**config.mk**
```make
export PLATFORM = sky130hd
export DESIGN_NAME = qpu_exu_decode_fifo_flat
export DESIGN_NICKNAME = d
export VERILOG_FILES = /design/src/rtl/qpu_exu_decode_fifo_if.sv /design/src/rtl/qpu_exu_decode_fifo.sv /design/src/flat_wrapper.sv
export SDC_FILE = /design/constraint.sdc
export NUM_CORES = 1
export LEC_CHECK = 0
export BUFFER_PORTS_ARGS = -buffer_cell sky130_fd_sc_hd__clkbuf_2
export CORE_UTILIZATION = 43
export CTS_CLUSTER_SIZE = 10
export DETAILED_ROUTE_END_ITERATION = 16
export HOLD_SLACK_MARGIN = 0.08
export PLACE_DENSITY = 0.72
export SLEW_MARGIN = 20
export SYNTH_ARGS = -nofsm -noshare
export SYNTH_HDL_FRONTEND = slang
export SYNTH_SLANG_ARGS = --single-unit
```
**constraint.sdc**
```tcl
create_clock -name clk -period 2.4 [get_ports clk]
set_input_delay 0.36 -clock clk [delete_from_list [all_inputs] [get_ports clk]]
set_output_delay 0.36 -clock clk [all_outputs]
set_load 0.1 [all_outputs]
```
**src/rtl/qpu_exu_decode_fifo_if.sv**
```systemverilog
// Fetch/dispatch bus of the QPU decode FIFO: instruction in, decoded head record out.
// The slave modport is the decode stage's view of the bus; master is the fetch/dispatch side.
interface qpu_exu_decode_fifo_if #(
   parameter int DEPTH = 4,
   parameter int PC_W  = 32,
   parameter int TP_W  = 8
);
   localparam int CNT_W = $clog2(DEPTH) + 1;

   logic              i_valid;
   logic              i_ready;
   logic [31:0]       i_instr;
   logic [PC_W-1:0]   i_pc;
   logic              i_prdt_taken;
   logic              flush;

   logic              o_valid;
   logic              o_ready;
   logic [31:0]       o_instr;
   logic [PC_W-1:0]   o_pc;
   logic              o_prdt_taken;
   logic [8:0]        o_class;
   logic [5:0]        o_rs1idx;
   logic [5:0]        o_rs2idx;
   logic [5:0]        o_rdidx;
   logic              o_rs1en;
   logic              o_rs2en;
   logic              o_rdwen;
   logic              o_new_timepoint;
   logic              o_measure;
   logic              o_fmr;
   logic              o_illegal;
   logic [TP_W-1:0]   o_tp_label;
   logic [CNT_W-1:0]  o_count;

   modport slave (
      input  i_valid, i_instr, i_pc, i_prdt_taken, flush, o_ready,
      output i_ready, o_valid, o_instr, o_pc, o_prdt_taken, o_class,
             o_rs1idx, o_rs2idx, o_rdidx, o_rs1en, o_rs2en, o_rdwen,
             o_new_timepoint, o_measure, o_fmr, o_illegal, o_tp_label, o_count
   );

   modport master (
      output i_valid, i_instr, i_pc, i_prdt_taken, flush, o_ready,
      input  i_ready, o_valid, o_instr, o_pc, o_prdt_taken, o_class,
             o_rs1idx, o_rs2idx, o_rdidx, o_rs1en, o_rs2en, o_rdwen,
             o_new_timepoint, o_measure, o_fmr, o_illegal, o_tp_label, o_count
   );
endinterface

```
**src/rtl/qpu_exu_decode_fifo.sv**
```systemverilog
// QPU execution-unit decode stage: combinational decode of classical/quantum instructions
// into a DEPTH-entry FIFO, with flush, illegal detection and a running timepoint label.
module qpu_exu_decode_fifo #(
   parameter int DEPTH   = 4,
   parameter int PC_W    = 32,
   parameter int TP_W    = 8,
   parameter bit QDEC_EN = 1'b1
) (
   input  logic                  clk,
   input  logic                  rst,
   qpu_exu_decode_fifo_if.slave  io
);
   localparam int PTR_W = $clog2(DEPTH);
   localparam int CNT_W = PTR_W + 1;

   typedef struct packed {
      logic [31:0]     instr;
      logic [PC_W-1:0] pc;
      logic            prdt_taken;
      logic [8:0]      cls;
      logic [5:0]      rs1idx;
      logic [5:0]      rs2idx;
      logic [5:0]      rdidx;
      logic            rs1en;
      logic            rs2en;
      logic            rdwen;
      logic            new_tp;
      logic            measure;
      logic            fmr;
      logic            illegal;
   } rec_t;

   // ---------------- decode ----------------
   logic       is_q;
   logic [4:0] opc;
   logic [4:0] rd;
   logic [4:0] rs1;
   logic [4:0] rs2;
   logic [2:0] func3;
   logic [8:0] op1;
   logic [8:0] op2;
   logic       c_load, c_store, c_branch, c_opimm, c_op, c_qwait, c_fmr, c_smis;
   logic       legal;
   logic [8:0] cls;
   rec_t       dec;

   always_comb begin
      is_q  = io.i_instr[0];
      opc   = io.i_instr[4:0];
      rd    = io.i_instr[9:5];
      rs1   = io.i_instr[14:10];
      rs2   = io.i_instr[28:24];
      func3 = io.i_instr[31:29];
      op1   = io.i_instr[9:1];
      op2   = io.i_instr[23:15];

      c_load   = ~is_q & (opc == 5'b00000);
      c_store  = ~is_q & (opc == 5'b01000);
      c_branch = ~is_q & (opc == 5'b11000);
      c_opimm  = ~is_q & (opc == 5'b00010);
      c_op     = ~is_q & (opc == 5'b01010);
      c_qwait  = ~is_q & (opc == 5'b10010);
      c_fmr    = ~is_q & (opc == 5'b11010);
      c_smis   = ~is_q & (opc == 5'b00110);

      // func3 qualifies legality of branch/op_imm/op; the upper op encodings are reserved
      if (is_q) begin
         legal = QDEC_EN;
      end else begin
         legal = c_load | c_store | c_qwait | c_fmr | c_smis
               | ((c_branch | c_opimm) & (func3 <= 3'd3))
               | (c_op & (func3 <= 3'd4));
      end

      cls = legal ? {is_q, c_smis, c_fmr, c_qwait, c_op, c_opimm, c_branch, c_store, c_load}
                  : 9'h000;

      dec            = '0;
      dec.instr      = io.i_instr;
      dec.pc         = io.i_pc;
      dec.prdt_taken = io.i_prdt_taken;
      dec.cls        = cls;
      dec.rs1idx     = {cls[6] | cls[8], rs1};
      dec.rs2idx     = {cls[8], rs2};
      dec.rdidx      = {cls[7], rd};
      dec.rs1en      = (rs1 != 5'd0) & legal & ~cls[5] & ~cls[7];
      dec.rs2en      = (rs2 != 5'd0)
                     & (cls[2] | cls[1] | cls[4] | cls[6] | (cls[8] & (op2 != 9'd0)));
      dec.rdwen      = (rd != 5'd0) & (cls[0] | cls[3] | cls[4] | cls[6] | cls[7]);
      dec.new_tp     = cls[5] | (cls[8] & (func3 != 3'd0));
      dec.measure    = cls[8] & (op1 == 9'h1FF);
      dec.fmr        = cls[6];
      dec.illegal    = ~legal;
   end

   // ---------------- FIFO and timepoint counter ----------------
   rec_t             mem_q [DEPTH];
   rec_t             mem_d [DEPTH];
   logic [PTR_W-1:0] wr_ptr_q, wr_ptr_d;
   logic [PTR_W-1:0] rd_ptr_q, rd_ptr_d;
   logic [CNT_W-1:0] cnt_q, cnt_d;
   logic [TP_W-1:0]  tp_q, tp_d;

   logic             full;
   logic             push;
   logic             pop;
   rec_t             head;
   logic [TP_W-1:0]  tp_label;

   always_comb begin
      full     = (cnt_q == CNT_W'(DEPTH));
      head     = mem_q[rd_ptr_q];
      tp_label = tp_q + TP_W'(head.new_tp);

      io.i_ready         = ~full & ~rst;
      io.o_valid         = (cnt_q != '0);
      io.o_instr         = head.instr;
      io.o_pc            = head.pc;
      io.o_prdt_taken    = head.prdt_taken;
      io.o_class         = head.cls;
      io.o_rs1idx        = head.rs1idx;
      io.o_rs2idx        = head.rs2idx;
      io.o_rdidx         = head.rdidx;
      io.o_rs1en         = head.rs1en;
      io.o_rs2en         = head.rs2en;
      io.o_rdwen         = head.rdwen;
      io.o_new_timepoint = head.new_tp;
      io.o_measure       = head.measure;
      io.o_fmr           = head.fmr;
      io.o_illegal       = head.illegal;
      io.o_tp_label      = tp_label;
      io.o_count         = cnt_q;
   end

   always_comb begin
      push     = io.i_valid & ~full & ~rst;
      pop      = (cnt_q != '0) & io.o_ready;
      mem_d    = mem_q;
      wr_ptr_d = wr_ptr_q;
      rd_ptr_d = rd_ptr_q;
      cnt_d    = cnt_q;
      tp_d     = tp_q;

      // flush swallows any push/pop of the same cycle and leaves the timepoint alone
      if (io.flush) begin
         wr_ptr_d = '0;
         rd_ptr_d = '0;
         cnt_d    = '0;
      end else begin
         if (push) begin
            mem_d[wr_ptr_q] = dec;
            wr_ptr_d        = wr_ptr_q + PTR_W'(1);
         end
         if (pop) begin
            rd_ptr_d = rd_ptr_q + PTR_W'(1);
            tp_d     = tp_label;
         end
         case ({push, pop})
            2'b10:   cnt_d = cnt_q + CNT_W'(1);
            2'b01:   cnt_d = cnt_q - CNT_W'(1);
            default: cnt_d = cnt_q;
         endcase
      end
   end

   always_ff @(posedge clk) begin
      if (rst) begin
         for (int i = 0; i < DEPTH; i++) begin
            mem_q[i] <= '0;
         end
         wr_ptr_q <= '0;
         rd_ptr_q <= '0;
         cnt_q    <= '0;
         tp_q     <= '0;
      end else begin
         mem_q    <= mem_d;
         wr_ptr_q <= wr_ptr_d;
         rd_ptr_q <= rd_ptr_d;
         cnt_q    <= cnt_d;
         tp_q     <= tp_d;
      end
   end
endmodule

```
**src/flat_wrapper.sv**
```systemverilog
// flat-port wrapper written by rule: the top's interface ports become plain ports
module qpu_exu_decode_fifo_flat 
#(
   parameter int DEPTH   = 4,
   parameter int PC_W    = 32,
   parameter int TP_W    = 8,
   parameter bit QDEC_EN = 1'b1
)
  (clk, rst, io_i_valid, io_i_instr, io_i_pc, io_i_prdt_taken, io_flush, io_o_ready, io_i_ready, io_o_valid, io_o_instr, io_o_pc, io_o_prdt_taken, io_o_class, io_o_rs1idx, io_o_rs2idx, io_o_rdidx, io_o_rs1en, io_o_rs2en, io_o_rdwen, io_o_new_timepoint, io_o_measure, io_o_fmr, io_o_illegal, io_o_tp_label, io_o_count);
  qpu_exu_decode_fifo_if #(.DEPTH(DEPTH), .PC_W(PC_W), .TP_W(TP_W)) io_i ();
  input  logic clk;
  input  logic rst;
  input wire logic [$bits(io_i.i_valid)-1:0] io_i_valid;
  input wire logic [$bits(io_i.i_instr)-1:0] io_i_instr;
  input wire logic [$bits(io_i.i_pc)-1:0] io_i_pc;
  input wire logic [$bits(io_i.i_prdt_taken)-1:0] io_i_prdt_taken;
  input wire logic [$bits(io_i.flush)-1:0] io_flush;
  input wire logic [$bits(io_i.o_ready)-1:0] io_o_ready;
  output wire logic [$bits(io_i.i_ready)-1:0] io_i_ready;
  output wire logic [$bits(io_i.o_valid)-1:0] io_o_valid;
  output wire logic [$bits(io_i.o_instr)-1:0] io_o_instr;
  output wire logic [$bits(io_i.o_pc)-1:0] io_o_pc;
  output wire logic [$bits(io_i.o_prdt_taken)-1:0] io_o_prdt_taken;
  output wire logic [$bits(io_i.o_class)-1:0] io_o_class;
  output wire logic [$bits(io_i.o_rs1idx)-1:0] io_o_rs1idx;
  output wire logic [$bits(io_i.o_rs2idx)-1:0] io_o_rs2idx;
  output wire logic [$bits(io_i.o_rdidx)-1:0] io_o_rdidx;
  output wire logic [$bits(io_i.o_rs1en)-1:0] io_o_rs1en;
  output wire logic [$bits(io_i.o_rs2en)-1:0] io_o_rs2en;
  output wire logic [$bits(io_i.o_rdwen)-1:0] io_o_rdwen;
  output wire logic [$bits(io_i.o_new_timepoint)-1:0] io_o_new_timepoint;
  output wire logic [$bits(io_i.o_measure)-1:0] io_o_measure;
  output wire logic [$bits(io_i.o_fmr)-1:0] io_o_fmr;
  output wire logic [$bits(io_i.o_illegal)-1:0] io_o_illegal;
  output wire logic [$bits(io_i.o_tp_label)-1:0] io_o_tp_label;
  output wire logic [$bits(io_i.o_count)-1:0] io_o_count;
  assign io_i.i_valid = io_i_valid;
  assign io_i.i_instr = io_i_instr;
  assign io_i.i_pc = io_i_pc;
  assign io_i.i_prdt_taken = io_i_prdt_taken;
  assign io_i.flush = io_flush;
  assign io_i.o_ready = io_o_ready;
  assign io_i_ready = io_i.i_ready;
  assign io_o_valid = io_i.o_valid;
  assign io_o_instr = io_i.o_instr;
  assign io_o_pc = io_i.o_pc;
  assign io_o_prdt_taken = io_i.o_prdt_taken;
  assign io_o_class = io_i.o_class;
  assign io_o_rs1idx = io_i.o_rs1idx;
  assign io_o_rs2idx = io_i.o_rs2idx;
  assign io_o_rdidx = io_i.o_rdidx;
  assign io_o_rs1en = io_i.o_rs1en;
  assign io_o_rs2en = io_i.o_rs2en;
  assign io_o_rdwen = io_i.o_rdwen;
  assign io_o_new_timepoint = io_i.o_new_timepoint;
  assign io_o_measure = io_i.o_measure;
  assign io_o_fmr = io_i.o_fmr;
  assign io_o_illegal = io_i.o_illegal;
  assign io_o_tp_label = io_i.o_tp_label;
  assign io_o_count = io_i.o_count;
  qpu_exu_decode_fifo #(.DEPTH(DEPTH), .PC_W(PC_W), .TP_W(TP_W), .QDEC_EN(QDEC_EN)) u_core (.clk(clk), .rst(rst), .io(io_i));
endmodule
```
-- Word-level counts from Yosys, hierarchy flattened
Index checks and enable logic that the tools add are counted.
- input bits: 70
- bits in registers: 411
- logic and storage cells: 150
- order comparisons: 5
- reduce and logical (&&, ||, !) cells: 12
- muxes and demuxes: 9
- equal/unequal tests: 11
- add/sub/neg operators: 5
- bitwise logic cells: 48
- operators by type and width (operator ; count):
    bitwise mux 396 bit ; 1
    2-to-1 mux 99 bit ; 3
    binary-select mux 99 bit (select 2 bit) ; 1
    demux 99 bit (select 2 bit) ; 1
    bitwise AND 1 bit ; 22
    bitwise OR 1 bit ; 17
    == test 5 bit, second input constant ; 3
    nonzero test 5 bit ; 3
    == test 5 x 4 -> 1 bit, second input constant ; 2
    == test 9 bit, second input constant ; 1
    2-to-1 mux 9 bit ; 1
    nonzero test 9 bit ; 1
    adder 8 x 1 -> 8 bit ; 1
    NOT 1 bit ; 7
    >= comparator 3 bit, second input constant ; 2
    NOT 2 -> 3 bit ; 2
    case mux 3 bit (2 select lines) ; 1
    nonzero test 3 bit ; 2
    == test 5 x 2 -> 1 bit, second input constant ; 1
    == test 5 x 3 -> 1 bit, second input constant ; 1
    zero test 5 bit ; 1
    adder 2 x 1 -> 2 bit, second input constant ; 2
    AND reduction 2 bit ; 2
    adder 3 x 1 -> 3 bit, second input constant ; 1
    11 further kinds ; 11

-- Longest topological paths before layout
- word-level depth: 16
- mapped depth: 10

-- Worst setup path after synthesis
No wires, ideal clock.
- path kind: reg2out
- start point: register u_core.rd_ptr_q[1]
- end point: output io_o_tp_label[7]
- buffers on the path: 3
- stages on the path, launching flop included: 9
- arrival time: 4.163 ns
- path slack: -2.123 ns
- required time: 2.040 ns
- path through: dfxtp_1 buf_2 clkbuf_1 buf_2 mux4_2 ha_1 nand3_1 or3_1 xnor2_1
- cells in the longest elaborated chain, start to end: 5
- RTL lines (what ; line ; RTL):
    start, declared ; qpu_exu_decode_fifo.sv:100 ; logic [PTR_W-1:0] rd_ptr_q, rd_ptr_d;
    start signal, assigned ; qpu_exu_decode_fifo.sv:178 ; rd_ptr_q <= rd_ptr_d;
    NOT 2 -> 3 bit (implied by the code) ; qpu_exu_decode_fifo.sv:112 ; head = mem_q[rd_ptr_q];
    binary-select mux 99 bit (select 2 bit) ; qpu_exu_decode_fifo.sv:112 ;
    2-to-1 mux 99 bit (implied by the code) (2 in a row) ; qpu_exu_decode_fifo.sv:112 ;
    named net io_o_new_timepoint ; flat_wrapper.sv:31 ; output wire logic [$bits(io_i.o_new_timepoint)-1:0] io_o_new_timepoint;
    adder 8 x 1 -> 8 bit ; qpu_exu_decode_fifo.sv:113 ; tp_label = tp_q + TP_W'(head.new_tp);
    end, declared ; flat_wrapper.sv:35 ; output wire logic [$bits(io_i.o_tp_label)-1:0] io_o_tp_label;
The timed path passes the listed nets, and every way through them passes these cells. The select of a mux whose other input is x is not followed.

-- Final worst setup path
- start point: register u_core.rd_ptr_q[0]
- end point: output io_o_tp_label[6]
- cells in the longest elaborated chain, start to end: 5
- RTL lines (what ; line):
    NOT 2 -> 3 bit (implied by the code) ; qpu_exu_decode_fifo.sv:112
    binary-select mux 99 bit (select 2 bit) ; qpu_exu_decode_fifo.sv:112
    2-to-1 mux 99 bit (implied by the code) (2 in a row) ; qpu_exu_decode_fifo.sv:112
    adder 8 x 1 -> 8 bit ; qpu_exu_decode_fifo.sv:113
No other way between the ends. The select of a mux whose other input is x is not followed.

==> impl_metrics.sql <==
INSERT INTO impl_metrics (metric_group, metric, value, unit) VALUES
('detailed_routing', 'firstDrtPassIters', '5', ''),
('logic_synthesis', 'synth.yosys.seq_area_share', '0.469', ''),
('cells_and_area', 'insertedDiodeCount', '0', ''),
('logic_synthesis', 'synth_edf_count', '0', ''),
('logic_synthesis', 'synth_xor_xnor_area_share', '0.0103', ''),
('timing', 'layout_worst_path_cycle_share', '1.12', ''),
('logic_synthesis', 'mappedNetlistNets', '1750', ''),
('global_route', 'first_global_vias', '12000', ''),
('timing', 'max_freq', '373', 'MHz'),
('die', 'fp.dieH', '185', 'µm'),
('logic_synthesis', 'synth-simple-area-share', '0.201', ''),
('detailed_routing', 'routedWlPerCell', '18.5', 'µm'),
('place', 'place.gp.congestion', '0.791', ''),
('worst_setup_path', 'worst-r2r-setup-slack', '0.39', 'ns'),
('global_route', 'wire_length_of_the_first_global_routing_pass', '63700', 'µm'),
('timing', 'whs', '0.101', 'ns'),
('logic_synthesis', 'combinational_family_with_the_most_area_after_synthesis', 'simple AND/OR/NAND/NOR gates', ''),
('global_route', 'initial_antenna_violation_count', '2', ''),
('timing', 'fin_skew', '0.0235', 'ns'),
('die', 'floorplan.initialDensity', '0.441', ''),
('timing', 'setup_repair_after_global_routing_missed_its_margin', 'true', ''),
('logic_synthesis', 'muxShareOfSynthArea', '0.127', ''),
('min_path', 'worst_hold_startpoint', 'io_i_instr[26]', ''),
('worst_setup_path', 'cp_common_cell', 'sky130_fd_sc_hd__ha_4', ''),
('logic_synthesis', 'most_frequently_used_cell_type_in_the_post_synthesis_netlist', 'sky130_fd_sc_hd__nand2_1', ''),
('worst_setup_path', 'cp_num_buf_inv', '1', ''),
('logic_synthesis', 'synth-warning-count', '0', ''),
('worst_setup_path', 'worstRegToRegCells', '7', ''),
('logic_synthesis', 'synthDominantCellAreaShare', '0.469', ''),
('timing', 'worst-slew-pin-transition', '0.875', 'ns'),
('clock_tree', 'cts_inserted_buffers', '40', ''),
('worst_setup_path', 'crit_required', '2.04', 'ns'),
('die', 'fp-row-count', '66', ''),
('cells_and_area', 'flow.area_growth_from_synthesis', '30.8', '%'),
('clock_tree', 'clock_tree_from_tritoncts', 'built', ''),
('place', 'dp_hpwl', '23200', 'µm'),
('die', 'die_x', '185', 'µm'),
('logic_synthesis', 'synthesis.instances', '1672', ''),
('worst_setup_path', 'critPathKind', 'register to output port', ''),
('detailed_routing', 'vias_per_cell', '5.55', ''),
('timing', 'final-setup-viol-count', '72', ''),
('worst_setup_path', 'cp-end-kind', 'output port', ''),
('logic_synthesis', 'cell_area_synth', '14500', 'µm²'),
('timing', 'post-route-min-period', '2.68', 'ns'),
('die', 'fp.dieArea', '34400', 'µm²'),
('detailed_routing', 'routed_wl', '41700', 'µm'),
('worst_setup_path', 'r2r_start', 'u_core.rd_ptr_q[0]$_SDFFE_PP0P_', ''),
('logic_synthesis', 'dominantRegCellSynth', 'sky130_fd_sc_hd__dfxtp_1', ''),
('logic_synthesis', 'share_of_the_synthesized_area_in_compound_gates_ao_oa_aoi_oai', '0.126', ''),
('worst_setup_path', 'worstSetupStartpointType', 'register', ''),
('logic_synthesis', 'yosysTopAreaCell', 'sky130_fd_sc_hd__dfxtp_1', ''),
('status', 'status', 'complete, but fails checks', ''),
('worst_setup_path', 'crit_slowest_cell', 'sky130_fd_sc_hd__mux4_2', ''),
('timing', 'final_critical_path_setup_slack', '-0.283', 'ns'),
('min_path', 'whs_endpoint', 'u_core.mem_q[114]$_SDFFE_PP0P_', ''),
('timing', 'max_slew_margin', '0.417', ''),
('clock_tree', 'cts.htree.levels', '2', ''),
('worst_setup_path', 'timing.rr.end', 'u_core.tp_q[7]$_SDFFE_PP0P_', ''),
('timing', 'post_route_setup_tns', '-5.34', 'ns'),
('cells_and_area', 'layout.filler_cells', '2711', ''),
('clock_tree', 'clk_transition_reported_paths', '0.05', 'ns'),
('logic_synthesis', 'yosys.cell_types.count', '46', ''),
('detailed_routing', 'num_vias', '12500', ''),
('pwr', 'power.leakage', '6.41', 'nW'),
('worst_setup_path', 'crit_arrival', '2.32', 'ns'),
('logic_synthesis', 'post_synth_fa_ha_maj_area_fraction', '0.00744', ''),
('status', 'failed_checks', 'setup timing', ''),
('cells_and_area', 'layout.nets', '1877', ''),
('logic_synthesis', 'syn_area_per_cell', '8.66', 'µm²'),
('pwr', 'power_per_cell_area', '647', 'nW/µm²'),
('clock_tree', 'max-clock-path-buffers', '3', '');
## cell type report
| type | instances | area, µm² | area share |
|---|---|---|---|
| clock buffers | 50 | 1090 | 0.0576 |
| clock inverters | 2 | 17.5 | 0.000925 |
| multi-input cells | 1165 | 7090 | 0.374 |
| flip-flops and latches | 339 | 6800 | 0.359 |
| well taps | 442 | 553 | 0.0292 |
| inverters | 9 | 33.8 | 0.00178 |
| repair buffers | 244 | 3350 | 0.177 |
## cell usage in the layout, fill, tap and decap left out, drive strengths merged, types with 10 or more instances in the layout
cell / instances
a21oi: 309
nand3b: 15
dfxtp: 339
inv: 11
buf: 164
xnor2: 10
nand2: 613
clkbuf: 128
mux4: 81
o21ai: 10
nor2: 29
## registers in the layout, summed over array words and instances, names as in the netlist
register	count
u_core.mem_q	324
u_core.tp_q	8
u_core.io.o_count	3
u_core.rd_ptr_q	2
u_core.wr_ptr_q	2
## how the worst max path moves through the flow
stage                                              end  slack [ns]  cells after the start
after floorplan                       io_o_tp_label[7]       -0.63                      8
after CTS                             io_o_tp_label[6]       -0.30                      7
final                                 io_o_tp_label[6]       -0.28                      7
after detailed placement  u_core.mem_q[6]$_SDFFE_PP0P_        0.09                      5
after global placement                io_o_tp_label[6]        0.18                      7
after global routing                  io_o_tp_label[6]       -0.34                      7
## cells by family after synthesis
| kind of cell | count (synthesis) |
|---|---|
| AND/OR/NAND/NOR | 710 |
| multiplexers | 83 |
| adder cells (fa/ha/maj) | 8 |
| flip-flops | 339 |
| buffers and inverters | 168 |
| AO/OA/AOI/OAI | 347 |
| XOR/XNOR | 17 |
## where the power goes
group	switching, mW	total, mW	leakage [nW]	internal, mW
Clock	2.19	5.33	0.543	3.14
Sequential	0.0277	5.71	2.74	5.68
Combinational	0.825	1.21	3.13	0.385
Total	3.04	12.2	6.41	9.21
## tightest hold or removal path: cells and delay by family
family	cells	cell delay, ns
and+or+nand+nor	1	0.06
AOI/OAI and AO/OA	1	0.05
buffers and inverters	1	0.12
## per-stage QoR
step	std cells	power, mW	setup WS, ns	area, µm²
after global routing	2251	12.6	-0.340	18900
after CTS	2241	12.3	-0.296	18700
final	2251	12.2	-0.283	18900
after global placement	2173	6.95	0.177	17000
after floorplan	1672	6.58	-0.633	14700
after detailed placement	2173	6.97	0.0929	17000
## metal layers
layer	vias up	GRT usage	routed length, µm
li1	5881	-	-
met1	6050	0.297	17000
met2	482	0.409	20600
met3	89	0.0405	2890
met4	2	0.0764	1200
met5	-	0	13
## what timing repair did
action | 4_1_cts | 5_1_grt
buffers inserted | 9 | 6
hold buffers | 0 | 0
endpoints found under the setup margin | 103 | 97
cloned | 7 | 5
pin swaps | 3 | 4
gates resized for setup | 73 | 45
Power figures use the tool's default switching activity.
